### config.mk
export PLATFORM = sky130hd
export DESIGN_NAME = mem_arbiter_flat
export DESIGN_NICKNAME = d
export VERILOG_FILES = /design/src/rtl/mem_arbiter_pkg.sv /design/src/rtl/mem_arbiter_if.sv /design/src/rtl/mem_arbiter_fill_counter.sv /design/src/rtl/mem_arbiter.sv /design/src/flat_wrapper.sv
export SDC_FILE = /design/constraint.sdc
export NUM_CORES = 1
export LEC_CHECK = 0
export CAP_MARGIN = 20
export CORE_UTILIZATION = 41
export DETAILED_ROUTE_END_ITERATION = 8
export MAX_ROUTING_LAYER = met4
export PLACE_DENSITY = 0.88
export SYNTH_ARGS = -nofsm -noshare
export SYNTH_HDL_FRONTEND = slang
export SYNTH_SLANG_ARGS = --single-unit
### constraint.sdc
create_clock -name clk -period 4 [get_ports clk]
set_input_delay 0.8 -clock clk [delete_from_list [all_inputs] [get_ports clk]]
set_output_delay 0.8 -clock clk [all_outputs]
set_load 0.005 [all_outputs]
### src/rtl/mem_arbiter_pkg.sv
// mem_arbiter_pkg: shared sizes, FSM/grant encodings and block-address helper for mem_arbiter
//   ADDR_W/DATA_W : byte-address and word widths of the memory port
//   BLOCK_WORDS   : words per cache block (power of 2)
//   WORD_BITS     : width of a word offset inside a block
//   OFF_BITS      : width of a byte offset inside a block
package mem_arbiter_pkg;

    localparam int ADDR_W      = 16;
    localparam int DATA_W      = 16;
    localparam int BLOCK_WORDS = 8;
    localparam int WORD_BITS   = $clog2(BLOCK_WORDS);
    localparam int OFF_BITS    = WORD_BITS + 1;

    typedef enum logic [2:0] {IDLE, STORE, ISSUE, DRAIN, DONE} stateT;

    // A store is always a D-cache operation, so it shares GNT_DC.
    typedef enum logic [1:0] {GNT_NONE, GNT_IC, GNT_DC} grantT;

    function automatic logic [ADDR_W-1:0] blockBase(input logic [ADDR_W-1:0] a);
        return a & ~ADDR_W'((1 << OFF_BITS) - 1);
    endfunction

endpackage

### src/rtl/mem_arbiter_if.sv
// mem_arbiter_if: single main-memory port owned by mem_arbiter
//   mem_en     : access this cycle
//   mem_wr     : 1 = write, 0 = read (valid with mem_en)
//   mem_addr   : byte address
//   mem_wdata  : write data
//   mem_rdata  : read data returned by memory
//   mem_rvalid : mem_rdata valid
//   master     : arbiter side, slave : memory side
interface mem_arbiter_if;
    import mem_arbiter_pkg::*;

    logic              mem_en;
    logic              mem_wr;
    logic [ADDR_W-1:0] mem_addr;
    logic [DATA_W-1:0] mem_wdata;
    logic [DATA_W-1:0] mem_rdata;
    logic              mem_rvalid;

    modport master (output mem_en, mem_wr, mem_addr, mem_wdata, input mem_rdata, mem_rvalid);
    modport slave  (input mem_en, mem_wr, mem_addr, mem_wdata, output mem_rdata, mem_rvalid);

endinterface

### src/rtl/mem_arbiter_fill_counter.sv
// block_fill_counter: word counter for a block fill (issue or receive side)
//   clk, rst_n : clock, synchronous active-low reset
//   clr        : restart the count at word 0
//   inc        : advance one word
//   cnt        : current word offset
//   last       : inc on the final word of the block (terminal count)
module block_fill_counter #(
    parameter int BLOCK_WORDS = 8
) (
    input  logic                           clk,
    input  logic                           rst_n,
    input  logic                           clr,
    input  logic                           inc,
    output logic [$clog2(BLOCK_WORDS)-1:0] cnt,
    output logic                           last
);

    localparam int W = $clog2(BLOCK_WORDS);

    always_ff @(posedge clk) begin
        if (!rst_n || clr)
            cnt <= '0;
        else if (inc)
            cnt <= cnt + 1'b1;
    end

    assign last = inc && cnt == W'(BLOCK_WORDS - 1);

endmodule

### src/rtl/mem_arbiter.sv
// mem_arbiter: owns the shared memory port for I-cache/D-cache fills and D-cache write-through stores
//   clk, rst_n               : clock, synchronous active-low reset
//   ic_miss, ic_miss_addr    : I-cache miss request (held until ic_tag_we)
//   dc_miss, dc_miss_addr    : D-cache miss request (held until dc_tag_we)
//   dc_store, dc_store_addr,
//   dc_store_data            : write-through store (held until store_ack)
//   mem                      : memory port (mem_arbiter_if.master)
//   fill_data, fill_word     : returned word and its offset in the block
//   ic_fill_we, dc_fill_we   : data-array write strobes
//   ic_tag_we, dc_tag_we     : fill-complete tag/valid write pulses
//   store_ack                : store issued to memory
//   cache_stall              : freeze the pipeline
module mem_arbiter
    import mem_arbiter_pkg::*;
(
    input  logic                 clk,
    input  logic                 rst_n,
    input  logic                 ic_miss,
    input  logic [ADDR_W-1:0]    ic_miss_addr,
    input  logic                 dc_miss,
    input  logic [ADDR_W-1:0]    dc_miss_addr,
    input  logic                 dc_store,
    input  logic [ADDR_W-1:0]    dc_store_addr,
    input  logic [DATA_W-1:0]    dc_store_data,
    mem_arbiter_if.master        mem,
    output logic [DATA_W-1:0]    fill_data,
    output logic [WORD_BITS-1:0] fill_word,
    output logic                 ic_fill_we,
    output logic                 dc_fill_we,
    output logic                 ic_tag_we,
    output logic                 dc_tag_we,
    output logic                 store_ack,
    output logic                 cache_stall
);

    stateT                state, nextState;
    grantT                grant;
    logic [ADDR_W-1:0]    addrQ;
    logic [DATA_W-1:0]    dataQ;
    logic [WORD_BITS-1:0] issueCnt, recvCnt;
    logic                 issueInc, recvInc, issueLast, recvLast;

    assign issueInc = state == ISSUE;
    // Returns are only meaningful while a fill is in flight; anything else is stale.
    assign recvInc  = (state == ISSUE || state == DRAIN) && mem.mem_rvalid;

    block_fill_counter #(.BLOCK_WORDS(BLOCK_WORDS)) issueCtr (
        .clk(clk), .rst_n(rst_n), .clr(state == IDLE), .inc(issueInc), .cnt(issueCnt), .last(issueLast)
    );

    block_fill_counter #(.BLOCK_WORDS(BLOCK_WORDS)) recvCtr (
        .clk(clk), .rst_n(rst_n), .clr(state == IDLE), .inc(recvInc), .cnt(recvCnt), .last(recvLast)
    );

    always_ff @(posedge clk) begin
        if (!rst_n)
            state <= IDLE;
        else
            state <= nextState;
    end

    // Re-latched every IDLE cycle, so the values held on leaving IDLE belong to the granted request.
    always_ff @(posedge clk) begin
        if (!rst_n) begin
            grant <= GNT_NONE;
            addrQ <= '0;
            dataQ <= '0;
        end else if (state == IDLE) begin
            grant <= (dc_store || dc_miss) ? GNT_DC : ic_miss ? GNT_IC : GNT_NONE;
            addrQ <= dc_store ? dc_store_addr : blockBase(dc_miss ? dc_miss_addr : ic_miss_addr);
            dataQ <= dc_store_data;
        end
    end

    always_comb begin
        nextState = state;
        unique case (state)
            IDLE:    nextState = dc_store ? STORE : (dc_miss || ic_miss) ? ISSUE : IDLE;
            STORE:   nextState = IDLE;
            // The final return can only overtake the final issue with a very short memory latency.
            ISSUE:   nextState = recvLast ? DONE : issueLast ? DRAIN : ISSUE;
            DRAIN:   nextState = recvLast ? DONE : DRAIN;
            DONE:    nextState = IDLE;
            default: nextState = IDLE;
        endcase
    end

    always_comb begin
        mem.mem_en    = state == STORE || state == ISSUE;
        mem.mem_wr    = state == STORE;
        // Block base is aligned, so OR-ing in the word offset forms the address.
        mem.mem_addr  = state == STORE ? addrQ : state == ISSUE ? addrQ | ADDR_W'({issueCnt, 1'b0}) : '0;
        mem.mem_wdata = state == STORE ? dataQ : '0;
        fill_data     = recvInc ? mem.mem_rdata : '0;
        fill_word     = recvInc ? recvCnt : '0;
        ic_fill_we    = recvInc && grant == GNT_IC;
        dc_fill_we    = recvInc && grant == GNT_DC;
        ic_tag_we     = state == DONE && grant == GNT_IC;
        dc_tag_we     = state == DONE && grant == GNT_DC;
        store_ack     = state == STORE;
        cache_stall   = state != IDLE || ic_miss || dc_miss || dc_store;
    end

endmodule

### src/flat_wrapper.sv
// flat-port wrapper written by rule: the top's interface ports become plain ports
module mem_arbiter_flat import mem_arbiter_pkg::*;
  (clk, rst_n, ic_miss, ic_miss_addr, dc_miss, dc_miss_addr, dc_store, dc_store_addr, dc_store_data, fill_data, fill_word, ic_fill_we, dc_fill_we, ic_tag_we, dc_tag_we, store_ack, cache_stall, mem_mem_en, mem_mem_wr, mem_mem_addr, mem_mem_wdata, mem_mem_rdata, mem_mem_rvalid);
  mem_arbiter_if mem_i ();
  input  logic clk;
  input  logic rst_n;
  input  logic ic_miss;
  input  logic [ADDR_W-1:0] ic_miss_addr;
  input  logic dc_miss;
  input  logic [ADDR_W-1:0] dc_miss_addr;
  input  logic dc_store;
  input  logic [ADDR_W-1:0] dc_store_addr;
  input  logic [DATA_W-1:0] dc_store_data;
  output logic [DATA_W-1:0] fill_data;
  output logic [WORD_BITS-1:0] fill_word;
  output logic ic_fill_we;
  output logic dc_fill_we;
  output logic ic_tag_we;
  output logic dc_tag_we;
  output logic store_ack;
  output logic cache_stall;
  output wire logic [$bits(mem_i.mem_en)-1:0] mem_mem_en;
  output wire logic [$bits(mem_i.mem_wr)-1:0] mem_mem_wr;
  output wire logic [$bits(mem_i.mem_addr)-1:0] mem_mem_addr;
  output wire logic [$bits(mem_i.mem_wdata)-1:0] mem_mem_wdata;
  input wire logic [$bits(mem_i.mem_rdata)-1:0] mem_mem_rdata;
  input wire logic [$bits(mem_i.mem_rvalid)-1:0] mem_mem_rvalid;
  assign mem_mem_en = mem_i.mem_en;
  assign mem_mem_wr = mem_i.mem_wr;
  assign mem_mem_addr = mem_i.mem_addr;
  assign mem_mem_wdata = mem_i.mem_wdata;
  assign mem_i.mem_rdata = mem_mem_rdata;
  assign mem_i.mem_rvalid = mem_mem_rvalid;
  mem_arbiter u_core (.clk(clk), .rst_n(rst_n), .ic_miss(ic_miss), .ic_miss_addr(ic_miss_addr), .dc_miss(dc_miss), .dc_miss_addr(dc_miss_addr), .dc_store(dc_store), .dc_store_addr(dc_store_addr), .dc_store_data(dc_store_data), .mem(mem_i), .fill_data(fill_data), .fill_word(fill_word), .ic_fill_we(ic_fill_we), .dc_fill_we(dc_fill_we), .ic_tag_we(ic_tag_we), .dc_tag_we(dc_tag_we), .store_ack(store_ack), .cache_stall(cache_stall));
endmodule
# Yosys cells after proc, flatten, opt, wreduce, memory -nomap -nowiden
# Index checks and enable logic that the tools add are counted.
[word_totals] ff_bits=43 latch_bits=0 mem_bits_rw=0 rom_bits=0 inputBits=86 out_inout_bits=59 wordCells=50 memories=0
[op_classes] addsub=2 mul=0 n_div=0 magnitude_cmp=0 n_eq_ne=8 shifts=0 muxes=15 bitwise_logic=1 reduce_logical=18
[op_table] cell="$mux 16" count=6
[op_table] cell="$or 16x4->16" count=1
[op_table] cell="$mux 3" count=4
[op_table] cell="$eq 3x3->1 const B" count=3
[op_table] cell="$pmux 3 s3" count=1
[op_table] cell="$logic_or 1x1->1" count=8
[op_table] cell="$logic_and 1x1->1" count=7
[op_table] cell="$add 3x1->3 const B" count=2
[op_table] cell="$eq 3x2->1 const B" count=2
[op_table] cell="$mux 2" count=2
[op_table] cell="$eq 3x1->1 const B" count=1
[op_table] cell="$logic_not 3->1" count=1
[op_table] cell="$reduce_bool 3->1" count=1
[op_table] cell="$eq 2x1->1 const B" count=1
[op_table] cell="$eq 2x2->1 const B" count=1
[op_table] cell="$mux 1" count=2
[op_table] cell="$logic_not 1->1" count=1

# Depth between registers and ports, before layout
[logic_depth] depth_word=6 ltp_mapped=6 depth_no_buf=5

# By module
# A second synthesis with hierarchy kept.
[hier_totals] cells_unflattened=293 area_unflattened_um2=2484.9
[modules_own_cells] mod="mem_arbiter" n_inst=1 cells_each=267 area_each_um2=2207.1 seq_area_each_um2=740.7
[modules_own_cells] mod="block_fill_counter" n_inst=2 cells_each=13 area_each_um2=138.9 seq_area_each_um2=60.1

# Least setup slack after synthesis
# Ideal clock, no wire load.
[synth_timing] path_kind="input to output" startpoint="input mem_mem_rvalid" endpoint="output fill_data[0]" arrival_time_ns=1.415 required_time_ns=3.200 path_slack_ns=1.785 cell_stages=4 path_buffers=2 cell_sequence="and3b_1 > buf_2 > clkbuf_1 > and2_1"
[synth_between] elab_chain_cells=2
[synth_rtl] item="start, declared" line="flat_wrapper.sv:27" text="input wire logic [$bits(mem_i.mem_rvalid)-1:0] mem_mem_rvalid;"
[synth_rtl] item="$logic_and 1x1->1" line="mem_arbiter.sv:45" text="assign recvInc = (state == ISSUE || state == DRAIN) && mem.mem_rvalid;"
[synth_rtl] item="$mux 16" line="mem_arbiter.sv:94" text="fill_data = recvInc ? mem.mem_rdata : '0;"
[synth_rtl] item="end, declared" line="flat_wrapper.sv:14" text="output logic [DATA_W-1:0] fill_data;"
# Every way passes these cells.

# Worst setup path in the final report
[layout_timing] startpoint="input mem_mem_rvalid" endpoint="output fill_data[6]"
# The elaborated chain is that of the path after synthesis.

==> impl_metrics.yaml <==
placed_design:
  gp_congestion: 0.780
  port_buffers: 136
  dp_hpwl_um: 5000
worst_setup_path:
  crit_path_frequent_cell: "clkdlybuf4s50_1"
  slowest_delay_ps: 550
  cp_data_required_time_ps: 3200
  path_buf_inv: 2
  crit_type: "in2out"
  r2r-start: "u_core.state[1]"
  cp_cell_sequence: "clkdlybuf4s50_1 > and3b_1 > and2_1 > clkdlybuf4s50_1"
  r2r_cells: 3
  crit_family: "buffers and inverters"
  end_kind: "output port"
  r2r-end: "u_core.recvCtr.cnt[0]"
  cp_max_fo: 23
  slowest_stage: "and3b_1"
  startpoint_type: "primary input"
  regToRegSetupSlack_ps: 2460
  crit_arrival_ps: 2590
cts:
  clk_pin_slew_ps: 80
  cts.sinks: 43
  cts_resized: 0
  htreeDepth: 2
  cts_tree: "yes"
  root_buffer: "clkbuf_8"
  hold_buffers: 0
  clk_latency_ps: 290
  clk_path_buf_depth: 2
  cts_buffers: 5
  cts_setup_buffers: 0
yosys:
  synth_xor_area_share_pct: 0.715
  syn_inst: 302
  ys.flop_type: "dfxtp_1"
  synth.mux.area_fraction_pct: 5.51
  ys_seq_area_share_pct: 35.1
  synthArstFlopShare_pct: 0
  netlist_area_mm2: 0.00245
  synth-warning-count: 0
  synth-compound-area-share_pct: 15.1
  syn_avg_cell_area_um2: 8.12
  synth_top_family_by_area: "simple AND/OR/NAND/NOR gates"
  synth_edf_count: 0
  yosys.area_share.simple_pct: 34.7
  synth_seq_cells: 43
  synthAdderAreaFrac_pct: 2.04
  synth_nets: 392
  ys_types: 33
pwr:
  power_w: 0.00103
  p_per_area_mw_per_mm2: 269
  leakage_nw: 1.55
  vdd_ir_drop_max_mv: 0.158
floorplanning:
  start_util_pct: 43.4
  rows: 27
  die-area_mm2: 0.00629
  coreArea_mm2: 0.00564
  pin_count: 145
  die_h_um: 79.3
  die_w_um: 79.3
min_path:
  hold_depth: 2
  worstHoldStart: "u_core.dataQ[2]"
  min_path_type: "reg2reg"
  min_to: "u_core.dataQ[2]"
global_routing:
  grt_pass1_vias: 2371
  grt_pass1_wl_um: 11300
  gr-total-overflow: 0
  grt_max_degree: 54
  track_usage_pct: 23.5
  antenna_found_initial: 0
final_layout:
  diodes: 0
  area_delta_synth_final_pct: 57.1
  drive_above_1_share_pct: 6.62
  nFillCells: 472
  finalNetCount: 514
sta:
  worst_pin_slew_ps: 871
  fin_tns_setup_ps: 0
  setup_viol: 0
  rsz0062_at_grt: "false"
  timing.clock.skew_ps: 4.51
  report.final.slew_viol_count: 0
  min_period_ps: 3390
  hold_violations: 0
  fmax_mhz: 295
  finalCritPeriodShare_pct: 84.8
  slew_headroom_pct: 42.0
drt:
  wirelength_um: 6810
  routed-via-count: 2485
  routed.top_layer: "met4"
  wl_met1_um: 2830
  antenna_left: 0
  wl_met3_um: 364
  route.met2.wl_um: 3550
  wl_per_cell_um: 13.8
  drc: 0
  vias_per_cell: 5.02
  drt_pass1_iterations: 4
  initialDrtViolationCount: 170
run_status:
  status: "finished clean"
run:
  cap_violations: 0
report_power, final:
| group | switching [W] | total (W) | internal, W |
|---|---|---|---|
| Sequential | 0.0000222 | 0.000487 | 0.000465 |
| Clock | 0.000137 | 0.000254 | 0.000117 |
| Combinational | 0.000122 | 0.000294 | 0.000171 |
how the worst max path moves through the flow:
stage                   startpoint           end  slack (ps)  cells past startpoint
detailed placement  mem_mem_rvalid  fill_data[6]         590                      4
global route        mem_mem_rvalid  fill_data[6]         460                      4
floorplan           mem_mem_rvalid  fill_data[0]        1790                      4
finish              mem_mem_rvalid  fill_data[6]         610                      4
global placement    mem_mem_rvalid  fill_data[8]         650                      4
CTS                 mem_mem_rvalid  fill_data[6]         590                      4
tightest hold or removal path, cell delays in order (launching register included):
cell and delay (ps):
dfxtp_1 310, nand2_1 50, a21boi_1 50
state kept, by name, summed over array words and instances, names as in the netlist:
name,flops
u_core.addrQ,16
u_core.issueCtr.cnt,3
u_core.state,3
u_core.dataQ,16
u_core.recvCtr.cnt,3
u_core.grant,2
metal layers:
| layer | vias up | GRT usage, % |
|---|---|---|
| li1 | 1263 | - |
| met5 | - | - |
| met2 | 82 | 39.9 |
| met4 | 0 | 6.00 |
| met1 | 1134 | 27.6 |
| met3 | 6 | 5.75 |
layout by cell type, fill, tap and decap left out, types with 2 or more instances in the layout:
master,synthesis,layout
clkdlybuf4s50_1,0,135
nand2_1,55,55
dfxtp_1,43,43
and2_1,36,36
nand3_1,20,20
a21boi_1,19,19
nand2b_1,16,16
and3_1,14,14
nor2_1,13,13
mux2_2,12,12
o2111ai_1,12,12
buf_4,3,6
a21boi_0,5,5
clkbuf_8,0,5
a21oi_1,4,4
ha_1,4,4
a22oi_1,3,3
nand3b_1,3,3
o21ai_0,3,3
or3_1,2,2
cells by family (layout without fill, tap and decap cells):
group                      Yosys count  after routing
AOI/OAI and AO/OA                   49             49
muxes                               12             12
DFF                                 43             43
and+or+nand+nor                    164            164
xor gates and xnor gates             2              2
buffers and inverters               28            149
adders and majority gates            4              4
cell usage after synthesis (all sizes together) (4+ instances only):
master | instances | area share [%]
and2 | 36 | 9.2
nand3 | 20 | 4.1
nand2b | 16 | 4.1
mux2 | 12 | 5.5
nor2 | 13 | 2.0
dfxtp | 43 | 35
and3 | 14 | 3.6
o2111ai | 12 | 4.3
buf | 16 | 5.0
clkbuf | 11 | 1.7
nand2 | 56 | 8.7
a21boi | 24 | 7.4
ha | 4 | 2.0
a21oi | 4 | 0.82
area by class of cell:
class	count	area, µm²	area share (%)
well taps	72	90.1	2.34
inverters	1	3.75	0.0975
repair buffers	142	1400	36.4
clock buffers	6	72.6	1.88
multi-input cells	231	1420	36.9
flip-flops and latches	43	861	22.4
through the flow:
step           hold slack [ps]  setup slack (ps)  util [%]  instances  area [µm²]
3_3_place_gp               435               649      67.0        489        3780
6_report                   449               610      68.3        495        3850
5_1_grt                    467               458      68.3        495        3850
3_5_place_dp               441               594      67.0        489        3780
2_1_floorplan              426              1790         -        302        2450
4_1_cts                    451               589      68.3        495        3850
(Power assumes the default switching activity.)
